`src/rtl/dmem_arbiter.sv`:
```
`default_nettype none
// ============================================================================
// Module   : dmem_arbiter
// Purpose  : Shares the single data-memory port between the CPU load/store
//            path (port 0) and an auxiliary master (port 1). A registered FSM
//            grants one requester per cycle. It alternates between ports when
//            both are busy and lets the owner keep the port for up to
//            MAX_BURST locked beats. Read data is captured into a register and
//            flagged with a one-cycle valid pulse.
// Ports    : clk, rst                   clock, synchronous active-high reset
//            req*_i, lock*_i, we*_i     per-port request / burst lock / write
//            addr*_i, wdata*_i          per-port byte address and write data
//            dsize*_i                   bytes-1 (3 word, 1 half, 0 byte)
//            gnt*_o                     access performed this cycle
//            rdata*_o, rvalid*_o        registered read word and valid pulse
//            err*_o                     rejected-access pulse
//            mem_*_o, mem_rdata_i       dmem port (combinational read)
// Options  : DMEM_ARB_ALIGN_CHECK_EN    reject invalid size / misaligned
//                                       accesses in the grant cycle
// Revision : 1.0  initial release
// ============================================================================
module dmem_arbiter #(
  parameter int MAX_BURST = 4
) (
  input  logic        clk,
  input  logic        rst,
  input  logic        req0_i,
  input  logic        req1_i,
  input  logic        lock0_i,
  input  logic        lock1_i,
  input  logic        we0_i,
  input  logic        we1_i,
  input  logic [0:31] addr0_i,
  input  logic [0:31] addr1_i,
  input  logic [0:31] wdata0_i,
  input  logic [0:31] wdata1_i,
  input  logic [0:1]  dsize0_i,
  input  logic [0:1]  dsize1_i,
  output logic        gnt0_o,
  output logic        gnt1_o,
  output logic [0:31] rdata0_o,
  output logic [0:31] rdata1_o,
  output logic        rvalid0_o,
  output logic        rvalid1_o,
  output logic        err0_o,
  output logic        err1_o,
  output logic [0:31] mem_addr_o,
  output logic [0:31] mem_wdata_o,
  output logic        mem_we_o,
  output logic [0:1]  mem_dsize_o,
  input  logic [0:31] mem_rdata_i
);

  typedef enum logic [1:0] {
    IDLE = 2'd0,
    OWN0 = 2'd1,
    OWN1 = 2'd2
  } state_t;

  // Beat index of the final beat a locked owner may take before release.
  localparam logic [3:0] LAST_BEAT = 4'(MAX_BURST - 1);

  state_t      state_q, state_d;
  logic        last_q, last_d;     // last port served; 1 lets port 0 win the first tie
  logic [3:0]  beat_q, beat_d;
  logic [0:31] rdata0_q, rdata1_q;
  logic        rvalid0_q, rvalid1_q;
  logic        err0_q, err1_q;

  logic        w_gnt0, w_gnt1;
  logic        w_own_req, w_own_lock, w_own_we, w_other_req;
  logic [0:31] w_own_addr, w_own_wdata;
  logic [0:1]  w_own_dsize;
  logic        w_reject;
  logic        w_rd_ok;

  // Owner multiplexer: everything the memory sees comes from the owning port.
  always_comb begin
    w_gnt0      = 1'b0;
    w_gnt1      = 1'b0;
    w_own_req   = 1'b0;
    w_own_lock  = 1'b0;
    w_own_we    = 1'b0;
    w_own_addr  = '0;
    w_own_wdata = '0;
    w_own_dsize = '0;
    w_other_req = 1'b0;
    case (state_q)
      OWN0: begin
        w_gnt0      = 1'b1;
        w_own_req   = req0_i;
        w_own_lock  = lock0_i;
        w_own_we    = we0_i;
        w_own_addr  = addr0_i;
        w_own_wdata = wdata0_i;
        w_own_dsize = dsize0_i;
        w_other_req = req1_i;
      end
      OWN1: begin
        w_gnt1      = 1'b1;
        w_own_req   = req1_i;
        w_own_lock  = lock1_i;
        w_own_we    = we1_i;
        w_own_addr  = addr1_i;
        w_own_wdata = wdata1_i;
        w_own_dsize = dsize1_i;
        w_other_req = req0_i;
      end
      default: ;
    endcase
  end

`ifdef DMEM_ARB_ALIGN_CHECK_EN
  // Size 2 is not a legal encoding; words need addr[30:31]=0, halves addr[31]=0.
  always_comb begin
    w_reject = 1'b0;
    if (w_gnt0 || w_gnt1) begin
      case (w_own_dsize)
        2'd2:    w_reject = 1'b1;
        2'd3:    w_reject = (w_own_addr[30:31] != 2'b00);
        2'd1:    w_reject = w_own_addr[31];
        default: w_reject = 1'b0;
      endcase
    end
  end
`else
  // Without the checker nothing is ever rejected, so err0_o/err1_o stay 0.
  assign w_reject = 1'b0;
`endif

  assign w_rd_ok = ~w_own_we & ~w_reject;

  // Next-state logic. The owner's req in a grant cycle belongs to the beat
  // being performed, so only a locked request can keep ownership.
  always_comb begin
    state_d = state_q;
    beat_d  = beat_q;
    last_d  = last_q;
    case (state_q)
      IDLE: begin
        beat_d = 4'd0;
        if (req0_i && req1_i) begin
          state_d = last_q ? OWN0 : OWN1;
        end else if (req0_i) begin
          state_d = OWN0;
        end else if (req1_i) begin
          state_d = OWN1;
        end
      end
      OWN0, OWN1: begin
        last_d = (state_q == OWN1);
        if (w_own_req && w_own_lock && !w_reject && (beat_q < LAST_BEAT)) begin
          beat_d = beat_q + 4'd1;
        end else begin
          beat_d = 4'd0;
          if (w_other_req) begin
            state_d = (state_q == OWN0) ? OWN1 : OWN0;
          end else begin
            state_d = IDLE;
          end
        end
      end
      default: begin
        state_d = IDLE;
        beat_d  = 4'd0;
      end
    endcase
  end

  always_ff @(posedge clk) begin
    if (rst) begin
      state_q   <= IDLE;
      last_q    <= 1'b1;
      beat_q    <= 4'd0;
      rdata0_q  <= '0;
      rdata1_q  <= '0;
      rvalid0_q <= 1'b0;
      rvalid1_q <= 1'b0;
      err0_q    <= 1'b0;
      err1_q    <= 1'b0;
    end else begin
      state_q   <= state_d;
      last_q    <= last_d;
      beat_q    <= beat_d;
      rvalid0_q <= w_gnt0 & w_rd_ok;
      rvalid1_q <= w_gnt1 & w_rd_ok;
      err0_q    <= w_gnt0 & w_reject;
      err1_q    <= w_gnt1 & w_reject;
      if (w_gnt0 && w_rd_ok) begin
        rdata0_q <= mem_rdata_i;
      end
      if (w_gnt1 && w_rd_ok) begin
        rdata1_q <= mem_rdata_i;
      end
    end
  end

  assign gnt0_o      = w_gnt0;
  assign gnt1_o      = w_gnt1;
  assign rdata0_o    = rdata0_q;
  assign rdata1_o    = rdata1_q;
  assign rvalid0_o   = rvalid0_q;
  assign rvalid1_o   = rvalid1_q;
  assign err0_o      = err0_q;
  assign err1_o      = err1_q;
  assign mem_addr_o  = w_own_addr;
  assign mem_wdata_o = w_own_wdata;
  assign mem_dsize_o = w_own_dsize;
  // Gating with rst keeps a reset landing mid-burst from committing a write.
  assign mem_we_o    = w_own_we & ~rst & ~w_reject;

endmodule

`default_nettype wire

```
`config.mk`:
```
export PLATFORM = sky130hd
export DESIGN_NAME = dmem_arbiter
export DESIGN_NICKNAME = d
export VERILOG_FILES = /design/src/rtl/dmem_arbiter.sv
export SDC_FILE = /design/constraint.sdc
export NUM_CORES = 1
export LEC_CHECK = 0
export BUFFER_PORTS_ARGS = -buffer_cell sky130_fd_sc_hd__buf_2
export CORE_AREA = 3 3 119 121
export CTS_BUF_LIST = sky130_fd_sc_hd__clkbuf_8
export DETAILED_ROUTE_END_ITERATION = 10
export DIE_AREA = 0 0 122 124
export GPL_TIMING_DRIVEN = 0
export HOLD_SLACK_MARGIN = 0.12
export PLACE_DENSITY = 0.59
export RECOVER_POWER = 50
export SYNTH_ARGS = -nofsm -noshare
export SYNTH_HDL_FRONTEND = slang
export SYNTH_SLANG_ARGS = --single-unit
export TNS_END_PERCENT = 10
```
`constraint.sdc`:
```
create_clock -name clk -period 1.93 [get_ports clk]
set_input_delay 0.2895 -clock clk [delete_from_list [all_inputs] [get_ports clk]]
set_output_delay 0.2895 -clock clk [all_outputs]
set_load 0.005 [all_outputs]
```
# == Yosys cells after proc, flatten, opt, wreduce, memory -nomap -nowiden ==
# Index checks and enable logic that the tools add are counted.
# word_totals
out_inout_bits,137
wordCells,46
input_bits,172
regBits,73
# op_classes
reduce_logical,9
order_cmp,1
bitwise_logic,7
eq_ne,4
mux,17
add_sub_neg,1
# op_table
op,count
32-bit one-hot mux with 2 select lines,2
2-bit 2-to-1 mux,7
1-bit one-hot mux with 2 select lines,4
2-bit one-hot mux with 2 select lines,2
1-bit logical AND,5
4-bit by 1-bit adder with 4-bit output (second input constant),1
4-bit by 2-bit less-than comparator with 1-bit output (second input constant),1
4-bit != test (second input constant),1
1-bit inverter,4
1-bit AND,3
3-bit OR reduction,1
2-bit by 1-bit == test with 1-bit output (second input constant),1
2-bit == test (second input constant),1
2-bit zero test,1
1-bit 2-to-1 mux,2
2-bit != test (second input constant),1
2-bit AND reduction,1
2-bit OR reduction,1

# == Logic depth before layout (Yosys ltp) ==
# Gate-level depths: netlist of run 1.
# logic_depth
depth_word,6
ltp_mapped,7
depth_no_buf,6

# == Least setup slack after synthesis of run 1 ==
# Ideal clock, no wire load.
# synth_timing
path_type,register to output
startpoint,register state_q[0]
endpoint,output port mem_wdata_o[10] (netlist name)
required_ns,1.640
path_buffers,3
arrival_ns,1.582
path_slack_ns,0.059
path_stages_with_launch,8
cell_sequence,dfxtp_1 inv_1 ha_1 and2_1 buf_2 buf_2 clkbuf_1 a22o_1
# synth_between
elab_chain_cells,2
word_cells_on_any_way,3
classes_between,2 x eq/ne; 1 x mux
# synth_rtl
element,line_no,rtl
from (decl),63,"state_t state_q, state_d;"
from (signal assigned),182,state_q <= state_d;
2-bit == test / 2-bit by 1-bit == test with 1-bit output (equally long branches),88,case (state_q)
32-bit one-hot mux with 2 select lines *,88,
to (decl),48,"output logic [0:31] mem_wdata_o,"
# Every way passes the cells marked *; elsewhere a longest branch is shown, timed or not.

# == Worst setup path in the final report of run 1 ==
# layout_timing
startpoint,register state_q[0]
endpoint,output port mem_wdata_o[16] (netlist name)
# The elaborated chain is that of the path after synthesis.

==> results of run 1 <==
[metal layers]
| metal | share of wire | vias to the layer above | GRT usage |
|---|---|---|---|
| met2 | 0.49 | 189 | 0.326 |
| met1 | 0.39 | 1953 | 0.227 |
| met5 | 0.0015 | - | 0 |
| li1 | - | 2088 | - |
| met4 | 0.027 | 4 | 0.0658 |
| met3 | 0.092 | 28 | 0.0631 |
[worst reg2reg max path, cell delays in order (launching register included)]
cell and delay [ns]:
dfxtp_4 0.37, inv_4 0.05, ha_4 0.24, inv_1 0.19, o21a_1 0.31, clkbuf_1 0.42
nand2_1 0.11, a21oi_1 0.13
[area by class of cell]
type	instances	area, µm²	area share
sequential	73	1470	0.264
multi-input combinational	299	1770	0.319
antenna	1	2.50	0.000449
buffer	36	263	0.0472
clock buffer	10	138	0.0247
clock inverter	6	66.3	0.0119
timing repair buffer	316	1620	0.290
inverter	4	20.0	0.00360
tap	176	220	0.0396
[flip-flops by register name, summed over array words and instances, names as in the netlist]
| signal | flops |
|---|---|
| rdata1_o | 32 |
| rvalid0_o | 1 |
| beat_q | 4 |
| state_q | 2 |
| rdata0_o | 32 |
| rvalid1_o | 1 |
| last_q | 1 |
[worst max path at each step]
stage                 endpoint        from
3_3_place_gp   mem_wdata_o[11]  state_q[0]
4_1_cts         mem_addr_o[15]  state_q[0]
3_5_place_dp   mem_wdata_o[11]  state_q[0]
6_report       mem_wdata_o[16]  state_q[0]
5_1_grt        mem_wdata_o[14]  state_q[0]
2_1_floorplan  mem_wdata_o[10]  state_q[0]
[cells in the mapped netlist]
| master | count |
|---|---|
| nand2_1 | 128 |
| dfxtp_1 | 73 |
| a22o_1 | 68 |
| a21oi_1 | 66 |
| clkbuf_1 | 21 |
| buf_2 | 13 |
| ha_1 | 5 |
| inv_1 | 4 |
| nand2b_1 | 4 |
| o21ai_1 | 3 |
| a22oi_1 | 2 |
| and2_1 | 2 |
| buf_1 | 2 |
| buf_4 | 2 |
| mux2i_1 | 2 |
| nand3_1 | 2 |
| nor2_1 | 2 |
| nor3_1 | 2 |
| o21a_1 | 2 |
| a211o_1 | 1 |
| a311o_1 | 1 |
| conb_1 | 1 |
| nor2b_1 | 1 |
| nor3b_1 | 1 |
| nor4b_1 | 1 |
| o21ai_0 | 1 |
| or4b_1 | 1 |
[cell families after synthesis]
logic type,count (synthesis)
AOI/OAI and AO/OA,144
adders and majority gates,5
buffers and inverters,42
DFF,73
muxes,2
other,1
and+or+nand+nor,144
[power groups by stage]
stage | combinational (mW) | sequential (mW) | clock [mW]
after CTS | 1.27 | 1.70 | 1.27
final | 1.27 | 1.70 | 1.24
after detailed placement | 1.15 | 1.73 | 0
after floorplan | 0.534 | 1.74 | 0
after global routing | 1.41 | 1.72 | 1.33
after global placement | 1.15 | 1.73 | 0
[cell usage in the layout, fill, tap and decap left out, types with 2 or more instances in the layout]
cell / count
a21oi_1: 66
nor2_1: 2
dfxtp_4: 2
buf_4: 11
nand2_1: 128
nand3_1: 2
mux2i_1: 2
buf_8: 4
clkinvlp_4: 2
buf_2: 271
buf_6: 10
clkbuf_8: 10
nand2b_1: 4
o21ai_2: 2
a22o_1: 62
a22o_4: 6
conb_1: 4
inv_4: 2
a22oi_1: 2
nor3_1: 2
clkbuf_1: 47
ha_1: 2
inv_1: 3
and2_4: 2
ha_4: 3
dfxtp_1: 71
clkbuf_4: 4
clkbuf_2: 3
[per-stage QoR]
step	util	total power, mW
3_5_place_dp	0.384	2.88
6_report	0.422	4.20
2_1_floorplan	-	2.27
3_3_place_gp	0.384	2.88
4_1_cts	0.420	4.25
5_1_grt	0.422	4.46
[repair_timing]
action | CTS | global route
endpoints found under the setup margin | 129 | 117
setup buffers | 9 | 0
pin swaps | 8 | 12
gates cloned | 0 | 1
gates resized for setup | 61 | 13
==> results.txt, run 1 <==
Status = finished with violations
Failing checks = setup timing
Vias in the first global route = 3913
Clock power frac = 0.294
Worst hold slack = 0.187 ns
Slew Limit Fails = 0
Synth Area in Adders = 0.0189
Area grow syn2layout = 68.6%
Final worst slack = -0.193 ns
Clock sink count = 73
Switching Fraction = 0.316
Mapped Area = 3300 µm²
Slowest stage cell, crit path = dfxtp_4
Post-synth top area cell = dfxtp_1
Routability Congestion = 0.922
Mux share of post-synthesis cell area = 0.00606
Total CTS buffers = 9
Crit path required time = 1.64 ns
Pwr per Cell Area = 755 nW/µm²
Layout cells sized above 1 = 0.454
FP Rows = 42
Hold wc startpoint = mem_rdata_i[14]
Clock Tree Root = clkbuf_8
RSZ-0062 raised after global routing = true
Synthesis Warnings = 0
CORE AREA = 13200 µm²
Dpl cells = 896
CP Buf/Inv Count = 4
WHS Endpoint = rdata1_o[14]
Worst r2r dst = rdata0_o[29]
Worst skew pair latency = 0.33 ns
Initial core utilization = 0.250
Reg power frac = 0.405
Critical Path, Cell by Cell = buf_4 -> ha_4 -> and2_4 -> buf_12 -> clkbuf_16 -> a22o_1 -> buf_2
Nets = 916
Critical path peak fanout = 9
Compound-Gate Fraction of Synth Area = 0.301
Synth Register Bits = 73
GRT overflow = 0
Port bufs = 306
Worst Skew = 0.00840 ns
CTS Buffer Depth = 2
Pleak = 2.72 nW
Pre-CTS WS = -0.480 ns
Crit end category = output port
GRT Total Usage = 0.192
Fillers = 1428
Top cell type's share of synthesized area = 0.443
Largest family of logic cells by synthesized area = compound AO/OA/AOI/OAI gates
Htree depth = 3
Avg Inst Size Synth = 8.03 µm²
Residual DRC count = 0
Post-synthesis xor/xnor area fraction = 0
Hold Path Class = in -> reg
Die extent in x = 122 µm
R2r setup slk = 0.04 ns
Simple-gate area share of the yosys netlist = 0.175
CTS tree = yes
Leading post-synthesis cells by cell area = dfxtp_1 44%, a22o_1 18%, nand2_1 15%, a21oi_1 10%, clkbuf_1 2.4%
Reg2reg path depth = 7
Routed Antenna Nets = 0
Die area = 15100 µm²
Die Y = 124 µm
Ports = 309
Clock-pin transition on the worst setup and hold timing paths = 0.09 ns
Drt via density = 4.63
WL/cell = 17.2 µm
Setup CP Type = reg -> out
Maximum clock rate = 471 MHz
Internal = 2.88 mW
CP delay by family, top = buffers and inverters
Startpoint Class = register
CTS hold repair buffers = 0
DR vias = 4262
Worst slew margin = 0.656
Post-Syn Instances = 411
Sequential element share of the synthesized area = 0.443
Largest net degree at the start of global routing = 14
Number of cells on the worst hold path = 3
Count of final setup violators = 66
Worst r2r src = state_q[0]
Final Cycle Share = 1.10
Worst slew pin tran = 0.516 ns
Final wirelength = 15800 µm
Synth cell types = 27
DRT Pass-1 Iters = 4
VDD IR-drop max = 0.000414 V
Final Cell Area = 5570 µm²
Detailed placer's ending HPWL = 12900 µm
Gate power share = 0.301
Max Cap Viol = 0
Net switching power = 1.33 mW
Worst path arrival time = 1.83 ns
Placed cell area = 5060 µm²
CP max stage delay = 0.36 ns
Initial DRC Count = 172
Fin Setup TNS = -8.99 ns
Post-Layout Cell Count = 921
Tmin final = 2.12 ns
Global-route wire length before repair = 22000 µm
Critical path depth in cells = 7
Initial antenna violation count = 3
Final hold viol count = 0
Power figures use the tool's default switching activity.
==> inputs of run 2 (changes only) <==
--- a/config.mk
+++ b/config.mk
@@ -14,6 +14,7 @@
 export HOLD_SLACK_MARGIN = 0.12
 export PLACE_DENSITY = 0.59
 export RECOVER_POWER = 50
+export SETUP_SLACK_MARGIN = 0.02
 export SYNTH_ARGS = -nofsm -noshare
 export SYNTH_HDL_FRONTEND = slang
 export SYNTH_SLANG_ARGS = --single-unit
==> run 2 against run 1 <==
  * The flow still finishes with violations (setup timing)
  * Clock power about the same
  * Cell area barely moved
  * Combinational power hardly changed
  * Sequential share of layout area is essentially flat
  * Final cell count did not move
  * Hold slack improved by 0.0040 ns
  * Worst setup slack better by 0.0028 ns
  * Utilization about the same
==> results.txt, run 2 (synthesis gave the netlist of run 1 again) <==
Status = finished with violations
Failing checks = setup timing
Area grow syn2layout = 68.5%
Layout cells sized above 1 = 0.449
Port bufs = 306
Worst slew pin tran = 0.506 ns
Crit end category = output port
DRT Pass-1 Iters = 4
Largest net degree at the start of global routing = 14
Tmin final = 2.12 ns
Worst path arrival time = 1.83 ns
Worst r2r src = state_q[0]
Residual DRC count = 0
GRT overflow = 0
Critical path peak fanout = 9
Worst r2r dst = rdata0_o[29]
CORE AREA = 13200 µm²
Routed Antenna Nets = 0
Initial antenna violation count = 3
Worst slew margin = 0.662
Routability Congestion = 0.922
Final worst slack = -0.190 ns
Drt via density = 4.65
Setup CP Type = reg -> out
Startpoint Class = register
Dpl cells = 896
Initial DRC Count = 171
Htree depth = 3
Crit path required time = 1.64 ns
Fillers = 1429
WL/cell = 17.2 µm
DR vias = 4281
Post-Layout Cell Count = 921
Die Y = 124 µm
WHS Endpoint = rdata1_o[14]
Detailed placer's ending HPWL = 12900 µm
Worst hold slack = 0.191 ns
Maximum clock rate = 472 MHz
Die area = 15100 µm²
GRT Total Usage = 0.192
Hold wc startpoint = mem_rdata_i[14]
Final Cycle Share = 1.10
CTS Buffer Depth = 2
Worst Skew = 0.00832 ns
Initial core utilization = 0.250
Clock sink count = 73
Ports = 309
Total CTS buffers = 9
Count of final setup violators = 66
Final hold viol count = 0
Most frequent cells in the layout = 266 x buf_2, 128 x nand2_1, 71 x dfxtp_1
Slew Limit Fails = 0
FP Rows = 42
Hold Path Class = in -> reg
RSZ-0062 raised after global routing = true
Pwr per Cell Area = 755 nW/µm²
Nets = 916
R2r setup slk = 0.04 ns
Worst skew pair latency = 0.33 ns
Final wirelength = 15800 µm
Pleak = 2.70 nW
VDD IR-drop max = 0.000414 V
Global-route wire length before repair = 22000 µm
Clock Tree Root = clkbuf_8
Die extent in x = 122 µm
Max Cap Viol = 0
Commonest non-fill, non-tap cell in the layout = buf_2
Vias in the first global route = 3913
Reg2reg path depth = 7
CTS tree = yes
Clock-pin transition on the worst setup and hold timing paths = 0.09 ns
Number of cells on the worst hold path = 3
run 2: through the flow:
stage / setup WS (ns) / utilization / TNS, ns / power (mW) / cell area, µm²
finish: -0.190 / 0.422 / -8.78 / 4.20 / 5560
global route: -0.242 / 0.422 / -15.08 / 4.46 / 5560
CTS: -0.215 / 0.420 / -10.28 / 4.25 / 5540
detailed placement: -0.480 / 0.384 / -25.84 / 2.88 / 5060
global placement: -0.490 / 0.384 / -25.62 / 2.88 / 5060
floorplan: 0.0587 / - / 0 / 2.27 / 3310
run 2: how the worst max path moves through the flow:
stage | start | end | slack (ns) | cells past startpoint
after global routing | state_q[0] | mem_wdata_o[14] | -0.24 | 7
final | state_q[0] | mem_wdata_o[16] | -0.19 | 7
after global placement | state_q[0] | mem_wdata_o[11] | -0.49 | 8
after detailed placement | state_q[0] | mem_wdata_o[11] | -0.48 | 8
after CTS | state_q[0] | mem_addr_o[15] | -0.21 | 7
after floorplan | state_q[0] | mem_wdata_o[10] | 0.06 | 7
run 2: layer usage:
layer,up-vias,share of wire,track usage
li1,2092,-,-
met1,1964,0.39,0.227
met2,192,0.49,0.326
met3,29,0.094,0.0631
met4,4,0.028,0.0658
met5,-,0.0015,0
run 2: area by class of cell:
cell class | count | area, µm² | share of cell area
clock buffers | 10 | 138 | 0.0247
well taps | 176 | 220 | 0.0396
clock inverters | 6 | 66.3 | 0.0119
flip-flops and latches | 73 | 1470 | 0.264
multi-input cells | 299 | 1770 | 0.319
plain buffers | 36 | 264 | 0.0475
diodes | 1 | 2.50 | 0.000450
inverters | 4 | 20.0 | 0.00360
repair buffers | 316 | 1610 | 0.289
run 2: what timing repair did:
item | 4_1_cts | 5_1_grt
resized for setup | 62 | 13
gates cloned | 0 | 1
buffers inserted | 9 | 0
endpoints found under the setup margin | 129 | 117
pin swaps | 8 | 12
hold buffers | 0 | 0
run 2: worst max-delay path: stages, from the launching register on:
cell and delay, ns:
dfxtp_4 0.36, buf_4 0.14, ha_4 0.15, and2_4 0.17, buf_12 0.15, clkbuf_16 0.15
a22o_1 0.24, buf_2 0.14
run 2: report_power, final:
part	internal, mW	switching (mW)	total (mW)	leakage (nW)
sequential	1.64	0.0664	1.70	0.595
combinational	0.605	0.660	1.26	2.00
clock	0.635	0.598	1.23	0.100
